`src/rtl/uart_serial_port.sv`:
```
// Memory-mapped 8N1 UART: one-byte TX holding register, one-byte RX buffer,
// status register, and an interrupt raised when a received byte equals 0x03.
module uart_serial_port #(
  parameter int CLKS_PER_BIT = 868
) (
  input  logic        clk,
  input  logic        resetn,
  input  logic        cs,
  input  logic [31:0] bus_addr,
  input  logic [31:0] bus_wr_val,
  input  logic [3:0]  bus_bytesel,
  output logic        bus_ack,
  output logic [31:0] bus_data,
  output logic        irq,      // named irq because 'int' is a reserved word
  input  logic        intack,
  output logic        uart_txd,
  input  logic        uart_rxd
);

  localparam int            CW        = $clog2(CLKS_PER_BIT);
  localparam logic [CW-1:0] BIT_LAST  = CW'(CLKS_PER_BIT - 1);
  localparam logic [CW-1:0] HALF_LAST = CW'(CLKS_PER_BIT / 2 - 1);

  localparam logic [1:0] ST_IDLE  = 2'd0;
  localparam logic [1:0] ST_START = 2'd1;
  localparam logic [1:0] ST_DATA  = 2'd2;
  localparam logic [1:0] ST_STOP  = 2'd3;

  logic unused_bus_bits;
  assign unused_bus_bits = &{1'b0, bus_addr[31:4], bus_wr_val[31:8]};

  // Bus decode
  logic       wr;
  logic       rd;
  logic       first;
  logic [3:0] reg_sel;
  logic       tx_wr;
  logic       irq_wr_clr;
  logic       data_rd_clr;
  logic       stat_rd_clr;

  assign reg_sel     = bus_addr[3:0];
  assign wr          = cs && (bus_bytesel == 4'b0001);
  assign rd          = cs && (bus_bytesel != 4'b0001);
  assign first       = cs && !bus_ack;  // bus_ack is cs one cycle late
  assign tx_wr       = wr && (reg_sel == 4'h0);
  assign irq_wr_clr  = wr && (reg_sel == 4'h8);
  assign data_rd_clr = rd && first && (reg_sel == 4'h0);
  assign stat_rd_clr = rd && first && (reg_sel == 4'h4);

  // TX state
  logic [1:0]    tx_state;
  logic [CW-1:0] tx_cnt;
  logic [2:0]    tx_bit;
  logic          tx_full;
  logic [7:0]    tx_hold;
  logic [7:0]    tx_shift;
  logic          tx_load;

  // RX state
  logic          rx_s1;
  logic          rx_s2;
  logic          rx_prev;
  logic [1:0]    rx_state;
  logic [CW-1:0] rx_cnt;
  logic [2:0]    rx_bit;
  logic [7:0]    rx_shift;
  logic [7:0]    rx_buf;
  logic          rx_valid;
  logic          rx_overrun;
  logic          rx_framing;

  logic rx_sample;
  logic rx_clr;
  logic rx_busy;
  logic rx_store;
  logic rx_ovr_set;
  logic rx_fe_set;
  logic irq_set;
  logic irq_clr;

  // Read mux
  logic [31:0] rdata;

  always_comb begin
    // NOTE: default assignment first so every path drives rdata and no latch is inferred.
    rdata = '0;
    case (reg_sel)
      4'h0:    rdata = {24'b0, rx_buf};
      4'h4:    rdata = {28'b0, rx_framing, rx_overrun, rx_valid, !tx_full};
      default: rdata = '0;
    endcase
  end

  always_ff @(posedge clk) begin
    // NOTE: non-blocking assignments in every clocked block so all registers update together.
    if (!resetn) begin
      bus_ack  <= 1'b0;
      bus_data <= '0;
    end else begin
      bus_ack  <= cs;
      bus_data <= rd ? rdata : '0;
    end
  end

  // Holding register drains into the shifter from IDLE, or straight from the
  // last STOP cycle so back-to-back bytes leave no idle gap.
  assign tx_load = tx_full &&
                   ((tx_state == ST_IDLE) || ((tx_state == ST_STOP) && (tx_cnt == '0)));

  always_ff @(posedge clk) begin
    if (!resetn) begin
      tx_state <= ST_IDLE;
      tx_cnt   <= '0;
      tx_bit   <= '0;
      tx_full  <= 1'b0;
      uart_txd <= 1'b1;
    end else if (tx_load) begin
      tx_full  <= 1'b0;
      tx_state <= ST_START;
      tx_cnt   <= BIT_LAST;
      uart_txd <= 1'b0;
    end else begin
      if (tx_wr && !tx_full) tx_full <= 1'b1;
      case (tx_state)
        ST_START: begin
          if (tx_cnt == '0) begin
            tx_state <= ST_DATA;
            tx_cnt   <= BIT_LAST;
            tx_bit   <= '0;
            uart_txd <= tx_shift[0];
          end else begin
            tx_cnt <= tx_cnt - 1'b1;
          end
        end
        ST_DATA: begin
          if (tx_cnt == '0) begin
            tx_cnt <= BIT_LAST;
            if (tx_bit == 3'd7) begin
              tx_state <= ST_STOP;
              uart_txd <= 1'b1;
            end else begin
              tx_bit   <= tx_bit + 3'd1;
              uart_txd <= tx_shift[tx_bit + 3'd1];
            end
          end else begin
            tx_cnt <= tx_cnt - 1'b1;
          end
        end
        ST_STOP: begin
          if (tx_cnt == '0) begin
            tx_state <= ST_IDLE;
            tx_cnt   <= BIT_LAST;
          end else begin
            tx_cnt <= tx_cnt - 1'b1;
          end
        end
        default: uart_txd <= 1'b1;
      endcase
    end
  end

  // Stop-bit decisions; a data read or intack in the same cycle frees the
  // buffer so an arriving byte is stored rather than flagged as overrun.
  assign rx_sample  = (rx_state == ST_STOP) && (rx_cnt == '0);
  assign rx_clr     = data_rd_clr || (irq && intack);
  assign rx_busy    = rx_valid && !rx_clr;
  assign rx_store   = rx_sample && rx_s2 && !rx_busy;
  assign rx_ovr_set = rx_sample && rx_s2 && rx_busy;
  assign rx_fe_set  = rx_sample && !rx_s2;
  assign irq_set    = rx_store && (rx_shift == 8'h03);
  assign irq_clr    = irq_wr_clr || (irq && intack);

  always_ff @(posedge clk) begin
    if (!resetn) begin
      rx_s1    <= 1'b1;
      rx_s2    <= 1'b1;
      rx_prev  <= 1'b1;
      rx_state <= ST_IDLE;
      rx_cnt   <= '0;
      rx_bit   <= '0;
    end else begin
      rx_s1   <= uart_rxd;
      rx_s2   <= rx_s1;
      rx_prev <= rx_s2;
      case (rx_state)
        ST_IDLE: begin
          if (rx_prev && !rx_s2) begin
            rx_state <= ST_START;
            rx_cnt   <= HALF_LAST;
          end
        end
        ST_START: begin
          if (rx_cnt == '0) begin
            rx_cnt <= BIT_LAST;
            rx_bit <= '0;
            rx_state <= rx_s2 ? ST_IDLE : ST_DATA;  // high at mid-start: glitch
          end else begin
            rx_cnt <= rx_cnt - 1'b1;
          end
        end
        ST_DATA: begin
          if (rx_cnt == '0) begin
            rx_cnt <= BIT_LAST;
            if (rx_bit == 3'd7) rx_state <= ST_STOP;
            else                rx_bit   <= rx_bit + 3'd1;
          end else begin
            rx_cnt <= rx_cnt - 1'b1;
          end
        end
        ST_STOP: begin
          if (rx_cnt == '0) begin
            rx_state <= ST_IDLE;
            rx_cnt   <= BIT_LAST;
          end else begin
            rx_cnt <= rx_cnt - 1'b1;
          end
        end
        default: rx_state <= ST_IDLE;
      endcase
    end
  end

  // NOTE: datapath bytes carry no reset; they are only meaningful behind flags that are reset.
  always_ff @(posedge clk) begin
    if (tx_wr && !tx_full)                    tx_hold  <= bus_wr_val[7:0];
    if (tx_load)                              tx_shift <= tx_hold;
    if ((rx_state == ST_DATA) && (rx_cnt == '0)) rx_shift <= {rx_s2, rx_shift[7:1]};
    if (rx_store)                             rx_buf   <= rx_shift;
  end

  // Status flags and interrupt: a set always beats a clear in the same cycle.
  always_ff @(posedge clk) begin
    if (!resetn) begin
      rx_valid   <= 1'b0;
      rx_overrun <= 1'b0;
      rx_framing <= 1'b0;
      irq        <= 1'b0;
    end else begin
      if (rx_store)        rx_valid <= 1'b1;
      else if (rx_clr)     rx_valid <= 1'b0;

      if (rx_ovr_set)       rx_overrun <= 1'b1;
      else if (stat_rd_clr) rx_overrun <= 1'b0;

      if (rx_fe_set)        rx_framing <= 1'b1;
      else if (stat_rd_clr) rx_framing <= 1'b0;

      if (irq_set)      irq <= 1'b1;
      else if (irq_clr) irq <= 1'b0;
    end
  end

endmodule
```
`config.mk`:
```
export PLATFORM = sky130hd
export DESIGN_NAME = uart_serial_port
export DESIGN_NICKNAME = d
export VERILOG_FILES = /design/src/rtl/uart_serial_port.sv
export SDC_FILE = /design/constraint.sdc
export NUM_CORES = 1
export LEC_CHECK = 0
export CAP_MARGIN = 10
export CORE_ASPECT_RATIO = 0.75
export CORE_UTILIZATION = 40
export DETAILED_ROUTE_END_ITERATION = 6
export PLACE_DENSITY_LB_ADDON = 0.15
export SETUP_SLACK_MARGIN = 0.02
export SLEW_MARGIN = 10
export SYNTH_ARGS = -nofsm -noshare
export SYNTH_HDL_FRONTEND = slang
export SYNTH_SLANG_ARGS = --single-unit
```
`constraint.sdc`:
```
create_clock -name clk -period 4.9 [get_ports clk]
set_clock_uncertainty 0.05 [all_clocks]
set_input_delay 0.735 -clock clk [delete_from_list [all_inputs] [get_ports clk]]
set_output_delay 0.735 -clock clk [all_outputs]
set_load 0.005 [all_outputs]
```
==> results of run 1 <==
## Yosys cell counts, types with 2 or more instances
library cell and n:
nor4b_1 4, clkbuf_1 10, nor3_1 6, nor2b_1 3
a31oi_1 2, dfxtp_1 48, o21ai_0 6, inv_1 10
a211oi_1 3, or2_2 2, nor2_1 26, nand2_1 27
or3_1 5, nor3b_1 5, edfxtp_1 32, mux2i_1 12
o31ai_1 2, buf_4 24, nand4b_1 4, a22oi_1 4
ha_1 13, a21oi_1 27, nand3_1 8, xnor2_1 5
nand2b_1 12, nor4_1 7, xor2_1 2, a311oi_1 3
and3_1 5
## cell type report
type / count / share of cell area (%)
flip-flops and latches: 80 / 45.55
multi-input cells: 239 / 35.32
repair buffers: 33 / 7.711
clock buffers: 9 / 5.338
well taps: 108 / 3.203
clock inverters: 7 / 1.987
inverters: 10 / 0.8897
## how the worst max path moves through the flow
stage / to / start / slack, ns
final: rx_buf[3]$_DFFE_PP_ / rx_cnt[4]$_SDFFE_PN0P_ / 1.95
after global placement: tx_hold[6]$_DFFE_PP_ / bus_bytesel[0] / 1.68
after detailed placement: tx_hold[7]$_DFFE_PP_ / bus_bytesel[0] / 1.71
after global routing: rx_buf[3]$_DFFE_PP_ / rx_cnt[4]$_SDFFE_PN0P_ / 1.70
after CTS: rx_buf[3]$_DFFE_PP_ / rx_cnt[4]$_SDFFE_PN0P_ / 1.94
after floorplan: rx_buf[0]$_DFFE_PP_ / bus_addr[1] / 2.02
## kinds of logic (layout without fill, tap and decap cells)
logic type | count (synthesis) | count (layout)
other | 1 | 24
buffers and inverters | 45 | 59
muxes | 12 | 12
DFF | 80 | 80
AOI/OAI and AO/OA | 61 | 61
adders and majority gates | 13 | 13
xor gates and xnor gates | 7 | 7
and+or+nand+nor | 122 | 122
## critical path, delay by kind of cell (launching register included)
| kind | cells | cell delay (ns) |
|---|---|---|
| flip-flops | 1 | 0.36 |
| AND/OR/NAND/NOR | 3 | 2.17 |
## registers in the layout, indices dropped and copies added, names as in the netlist, 2 cells and up, named ones only
| name | count |
|---|---|
| rx_cnt | 10 |
| tx_cnt | 10 |
| bus_data | 8 |
| rx_buf | 8 |
| rx_shift | 8 |
| tx_hold | 8 |
| tx_shift | 8 |
| rx_bit | 3 |
| tx_bit | 3 |
| tx_state | 2 |
## routing by layer
layer,share of wire (%),global-route usage [%],vias up
li1,-,-,1263
met1,53,20.81,1119
met2,42,21.19,45
met3,3.8,5.229,7
met4,1.1,5.160,0
met5,0,0,-
## report_power, final
part	switching (mW)	total, mW	internal (mW)
combinational	0.279	0.515	0.236
sequential	0.0546	0.797	0.743
clock	0.277	0.682	0.405
total	0.611	1.99	1.38
==> summary.md, run 1 <==
| Metric | Value |
|---|---|
| Mux share of post-synthesis cell area | `3.344%` |
| CTS resizes | `0` |
| Number of synthesized flops with an enable pin | `32` |
| Diodes inserted | `0` |
| CP startpoint kind | `flop` |
| Setup Total Neg Slack | `0 ns` |
| Slew Limit Fails | `0` |
| Post-Syn Area | `around 3600 µm²` |
| Vias | `between 2000 and 2500` |
| Die area | `approximately 9400 µm²` |
| Area contributors post-synth | `dfxtp_1 (27%), edfxtp_1 (27%), buf_4 (5.0%)` |
| Drt initial violations | `around 140` |
| Main combinational cell family by area after synthesis | `simple AND/OR/NAND/NOR gates` |
| Cells on worst reg2reg path | `3` |
| Maximum clock rate | `roughly 340 MHz` |
| Max-Slew Margin vs Limit | `30.25%` |
| NumNets Final | `~460` |
| Design Power | `approximately 2 mW` |
| Synthesized instance count | `341` |
| Post-route insts no fill | `roughly 490` |
| Vias in the first global route | `approximately 2200` |
| FILL cells | `a little under 800` |
| Gr ovfl total | `0` |
| R2R Setup Slk | `approximately 1.9 ns` |
| CP cell instances | `nor4_1, nand3_1, nor3_1` |
| Crit. End Element | `flop` |
| Slowest cell on the critical path | `nor3_1` |
| Postcts setup bufs | `0` |
| Syn avg cell area | `10.53 µm²` |
| R2r endpoint | `rx_buf[3]$_DFFE_PP_` |
| Status | `finished, violations left` |
| CTS sink cnt | `80` |
| I/O Buffers | `31` |
| Warnings, synthesis | `0` |
| DRC viols | `10` |
| Unrepaired setup endpoints after global routing | `no` |
| Core ar. | `around 8600 µm²` |
| Worst VDD drop | `0.1681 mV` |
| RePlAce Congestion | `approximately 0.80` |
| HP Class | `flop to flop` |
| Pwr/cell area | `472.7 nW/µm²` |
| Most common cell after layout, fill and taps aside | `dfxtp_1` |
| DR WL/cell | `approximately 13 µm` |
| Synth top area share | `approximately 27%` |
| Initial Utilization | `roughly two fifths` |
| #FFs+latches synth | `80` |
| Root buffer cell | `clkbuf_16` |
| CTS Hold Bufs | `0` |
| Worst Setup Slack, final | `between 1.5 and 2 ns` |
| Compound-cell area share of the yosys netlist | `roughly 11%` |
| Worst-Margin Slew | `slightly above 1 ns` |
| # rows | `29` |
| Synth Area in Adders | `4.528%` |
| Worst EP required | `between 4 and 5 ns` |
| Most frequent cells in the layout | `dfxtp_1 (48), edfxtp_1 (32), clkdlybuf4s50_1 (31), nand2_1 (27), a21oi_1 (27)` |
| Fin crit share | `60.21%` |
| Placement Cell Area | `3910 µm²` |
| Vias per Instance | `roughly 5.0` |
| Yosys cell types | `53` |
| Clock input transition at the sequential cells of the worst setup and hold paths | `0.07 ns` |
| CTS tree | `built` |
| Setup Viol. Count Final | `0` |
| Sequential-to-total area share from yosys stat | `between 50% and 60%` |
| Storage cell area | `around 1900 µm²` |
| Ys async rst share | `0%` |
| Worst Hold Depth | `1` |
| Final Util | `roughly 50%` |
| Fraction of layout cells with a size suffix above 1 | `about 6.1%` |
| CTS Buffer Depth | `2` |
| Simple-gate share of the synthesized area | `about 18%` |
| Failing checks | `DRC` |
| Antenna Nets Post-Route | `0` |
| Slowest stage delay, CP | `roughly 0.94 ns` |
| DRT Pass-1 Iters | `7` |
| First-pass GRT wire length | `10.65 mm` |
| Post-DP HPWL | `about 4.6 mm` |
| Initial antenna violation count | `0` |
| Cells after DPL | `between 400 and 500` |
| Largest net degree at the start of global routing | `23` |
| CP max FO | `9` |
| I/O pins | `108` |
| Final WL | `about 6.4 mm` |
| WS Path Type | `flop to flop` |
| Multi-input logic area | `about 1500 µm²` |
| All-Layer GR Usage | `between 10% and 20%` |
| Later-pin clock latency in the skew report | `0.33 ns` |
| Leak Pwr | `1.565 nW` |
| Die X | `around 110 µm` |
| Setup WS pre-CTS | `approximately 1.7 ns` |
| R2r startpoint | `rx_cnt[4]$_SDFFE_PN0P_` |
| Hold path startpoint | `rx_s1$_SDFF_PN1_` |
| Max-cap violations | `0` |
| Top_reg_cell synth | `dfxtp_1` |
| Final instance area | `4219 µm²` |
| Hold Vio Cnt, Final | `0` |
| Worst hold slack | `0.3577 ns` |
| H-Tree Depth | `3` |
| CP arrival | `about 2.9 ns` |
| Post-synth top area cell | `dfxtp_1` |
| Minimum clock period | `2.950 ns` |
| Worst Hold Path EP | `rx_s2$_SDFF_PN1_` |
| Layout Area Growth over Synthesis | `17.45%` |
| XOR/XNOR Fraction of Synth Area | `1.707%` |
| DIE HEIGHT | `~84 µm` |
| CTS Buf Count | `9` |
No activity file was read; power rests on OpenSTA's default activity.
==> run 2: changes to the inputs <==
Clock period 4.9 ns to 2.65 ns, I/O delays scaled along.
==> summary.md, run 2 (synthesized netlist as in run 1, its figures left out) <==
| Metric | Value |
|---|---|
| Status | `finished, violations left` |
| Failing checks | `DRC` |
| Core ar. | `8600 µm² (unchanged)` |
| I/O pins | `108 (unchanged)` |
| Sw Share | `31.42% (+0.80 points)` |
| WS Path Type | `flop to flop` |
| H-Tree Depth | `3 (unchanged)` |
| Initial antenna violation count | `0 (unchanged)` |
| CTS Buffer Depth | `2 (unchanged)` |
| Cells on worst reg2reg path | `7 (+4)` |
| Maximum clock rate | `429.6 MHz (+27%)` |
| Die X | `111.4 µm (unchanged)` |
| Worst path buffer plus inverter count | `1 (+1)` |
| Storage cell area | `1922 µm² (unchanged)` |
| R2R Setup Slk | `0.32 ns (-1.63 ns)` |
| Worst EP required | `2.81 ns (-2.00 ns)` |
| RePlAce Congestion | `0.7711 (-4.1%)` |
| R2r startpoint | `tx_cnt[0]$_SDFFE_PN0P_` |
| Worst hold slack | `0.3650 ns (+0.007329 ns)` |
| CP delay by family, top | `compound AO/OA/AOI/OAI gates` |
| DRT Pass-1 Iters | `6 (-1)` |
| DIE HEIGHT | `84.07 µm (unchanged)` |
| Most frequent cells in the layout | `dfxtp_1 (48), edfxtp_1 (32), clkdlybuf4s50_1 (31), nand2_1 (27), a21oi_1 (27)` |
| Final WL | `6.775 mm (+6.0%)` |
| Hold Vio Cnt, Final | `0 (unchanged)` |
| DRC viols | `10 (unchanged)` |
| Max-Slew Margin vs Limit | `47.57% (+17 points)` |
| First-pass GRT wire length | `11.34 mm (+6.5%)` |
| Combinational power share | `26.8% (+1.0 points)` |
| Clock input transition at the sequential cells of the worst setup and hold paths | `0.06 ns (about the same)` |
| Setup Viol. Count Final | `0 (unchanged)` |
| Clock power share | `32.2% (-2.0 points)` |
| Post-DP HPWL | `4.858 mm (+5.9%)` |
| Fin crit share | `87.84% (+28 points)` |
| Worst path depth | `7 (+4)` |
| Later-pin clock latency in the skew report | `0.34 ns (about the same)` |
| Setup WS pre-CTS | `0.3448 ns (-1.361 ns)` |
| Final Util | `49.66% (+0.60 points)` |
| Max-cap violations | `0 (unchanged)` |
| CP arrival | `2.48 ns (-0.38 ns)` |
| Vias in the first global route | `2270 (+5.4%)` |
| Worst Hold Depth | `1 (unchanged)` |
| Unrepaired setup endpoints after global routing | `no` |
| Worst-Margin Slew | `0.7793 ns (-0.2590 ns)` |
| # rows | `29 (unchanged)` |
| Die area | `9368 µm² (unchanged)` |
| Vias per Instance | `5.026 (+0.36%)` |
| Most common cell after layout, fill and taps aside | `dfxtp_1` |
| CTS sink cnt | `80 (unchanged)` |
| I/O Buffers | `31 (unchanged)` |
| Internal power | `2.475 mW (+79%)` |
| Fraction of layout cells with a size suffix above 1 | `8.505% (+2.4 points)` |
| Pwr/cell area | `845.0 nW/µm² (+79%)` |
| CTS tree | `built` |
| Slowest stage delay, CP | `0.53 ns (-0.41 ns)` |
| NumNets Final | `469 (+2.2%)` |
| CP startpoint kind | `flop` |
| Crit path from | `tx_cnt[0]$_SDFFE_PN0P_` |
| CP cell instances | `inv_1, ha_1, or4b_1, o41a_1, a211oi_2, xnor2_1, a21oi_1` |
| Initial Utilization | `41.77% (unchanged)` |
| Hold path startpoint | `rx_s1$_SDFF_PN1_` |
| Slew Limit Fails | `0 (unchanged)` |
| Antenna Nets Post-Route | `0 (unchanged)` |
| Multi-input logic area | `1490 µm² (unchanged)` |
| Leak Pwr | `1.604 nW (+2.5%)` |
| FILL cells | `798 (+3.5%)` |
| Diodes inserted | `0 (unchanged)` |
| DR WL/cell | `13.66 µm (+3.9%)` |
| Reg power frac | `41.1% (+1.1 points)` |
| Vias | `2493 (+2.4%)` |
| Gr ovfl total | `0 (unchanged)` |
| Biggest regs | `rx_cnt (10), tx_cnt (10)` |
| Postcts setup bufs | `0 (unchanged)` |
| Drt initial violations | `153 (+10%)` |
| Worst VDD drop | `0.3597 mV (+110%)` |
| Layout Area Growth over Synthesis | `18.88%` |
| Setup Total Neg Slack | `0 ns (unchanged)` |
| Minimum clock period | `2.328 ns (-0.6226 ns)` |
| CP max FO | `10 (+1)` |
| Crit. End Element | `flop` |
| CTS resizes | `0 (unchanged)` |
| CTS Hold Bufs | `0 (unchanged)` |
| Slowest cell on the critical path | `o41a_1` |
| Largest net degree at the start of global routing | `17 (-26%)` |
| HP Class | `flop to flop` |
| P_sw | `1.134 mW (+86%)` |
| Worst Setup Slack, final | `0.3223 ns (-1.627 ns)` |
| All-Layer GR Usage | `15.83% (+0.94 points)` |
| Root buffer cell | `clkbuf_16` |
| CTS Buf Count | `9 (unchanged)` |
run 2: worst register-to-register path, delay by kind of cell, from the launching register on:
family	cells	cell delay (ns)
flops	1	0.35
compound gates	3	0.93
buf+inv	1	0.07
xor+xnor	1	0.16
fa+ha+maj	1	0.17
simple gates	1	0.48
run 2: power by group through the flow:
stage               logic [mW]  clock network, mW  registers (mW)
floorplan                0.780                  0            1.48
global placement         0.960                  0            1.50
detailed placement       0.962                  0            1.50
CTS                      0.966               1.21            1.48
global route              1.09               1.25            1.50
finish                   0.966               1.16            1.48
run 2: path summary, 6_finish.rpt:
check	endpoint
max	tx_cnt[5]$_SDFFE_PN0P_
min	rx_s2$_SDFF_PN1_
max reg2reg	tx_cnt[5]$_SDFFE_PN0P_
min reg2reg	rx_s2$_SDFF_PN1_
run 2: through the flow:
step                std cells  instance area (µm²)  power [mW]
floorplan                 364                 3679       2.256
global placement          480                 3985       2.460
detailed placement        480                 3985       2.465
CTS                       496                 4270       3.651
global route              496                 4270       3.841
finish                    496                 4270       3.609
run 2: area by class of cell:
class,count,share of cell area (%)
inverter,10,0.8790
sequential,80,45.00
timing repair buffer,43,9.376
tap,108,3.164
multi-input combinational,239,34.90
clock buffer,9,5.274
clock inverter,7,1.406
run 2: routing by layer:
metal | vias to the layer above | track usage, % | routed length, µm
li1 | 1272 | - | -
met1 | 1171 | 22.79 | 3684
met2 | 48 | 21.02 | 2779
met3 | 2 | 5.737 | 267
met4 | 0 | 6.634 | 42
met5 | - | 0 | 0
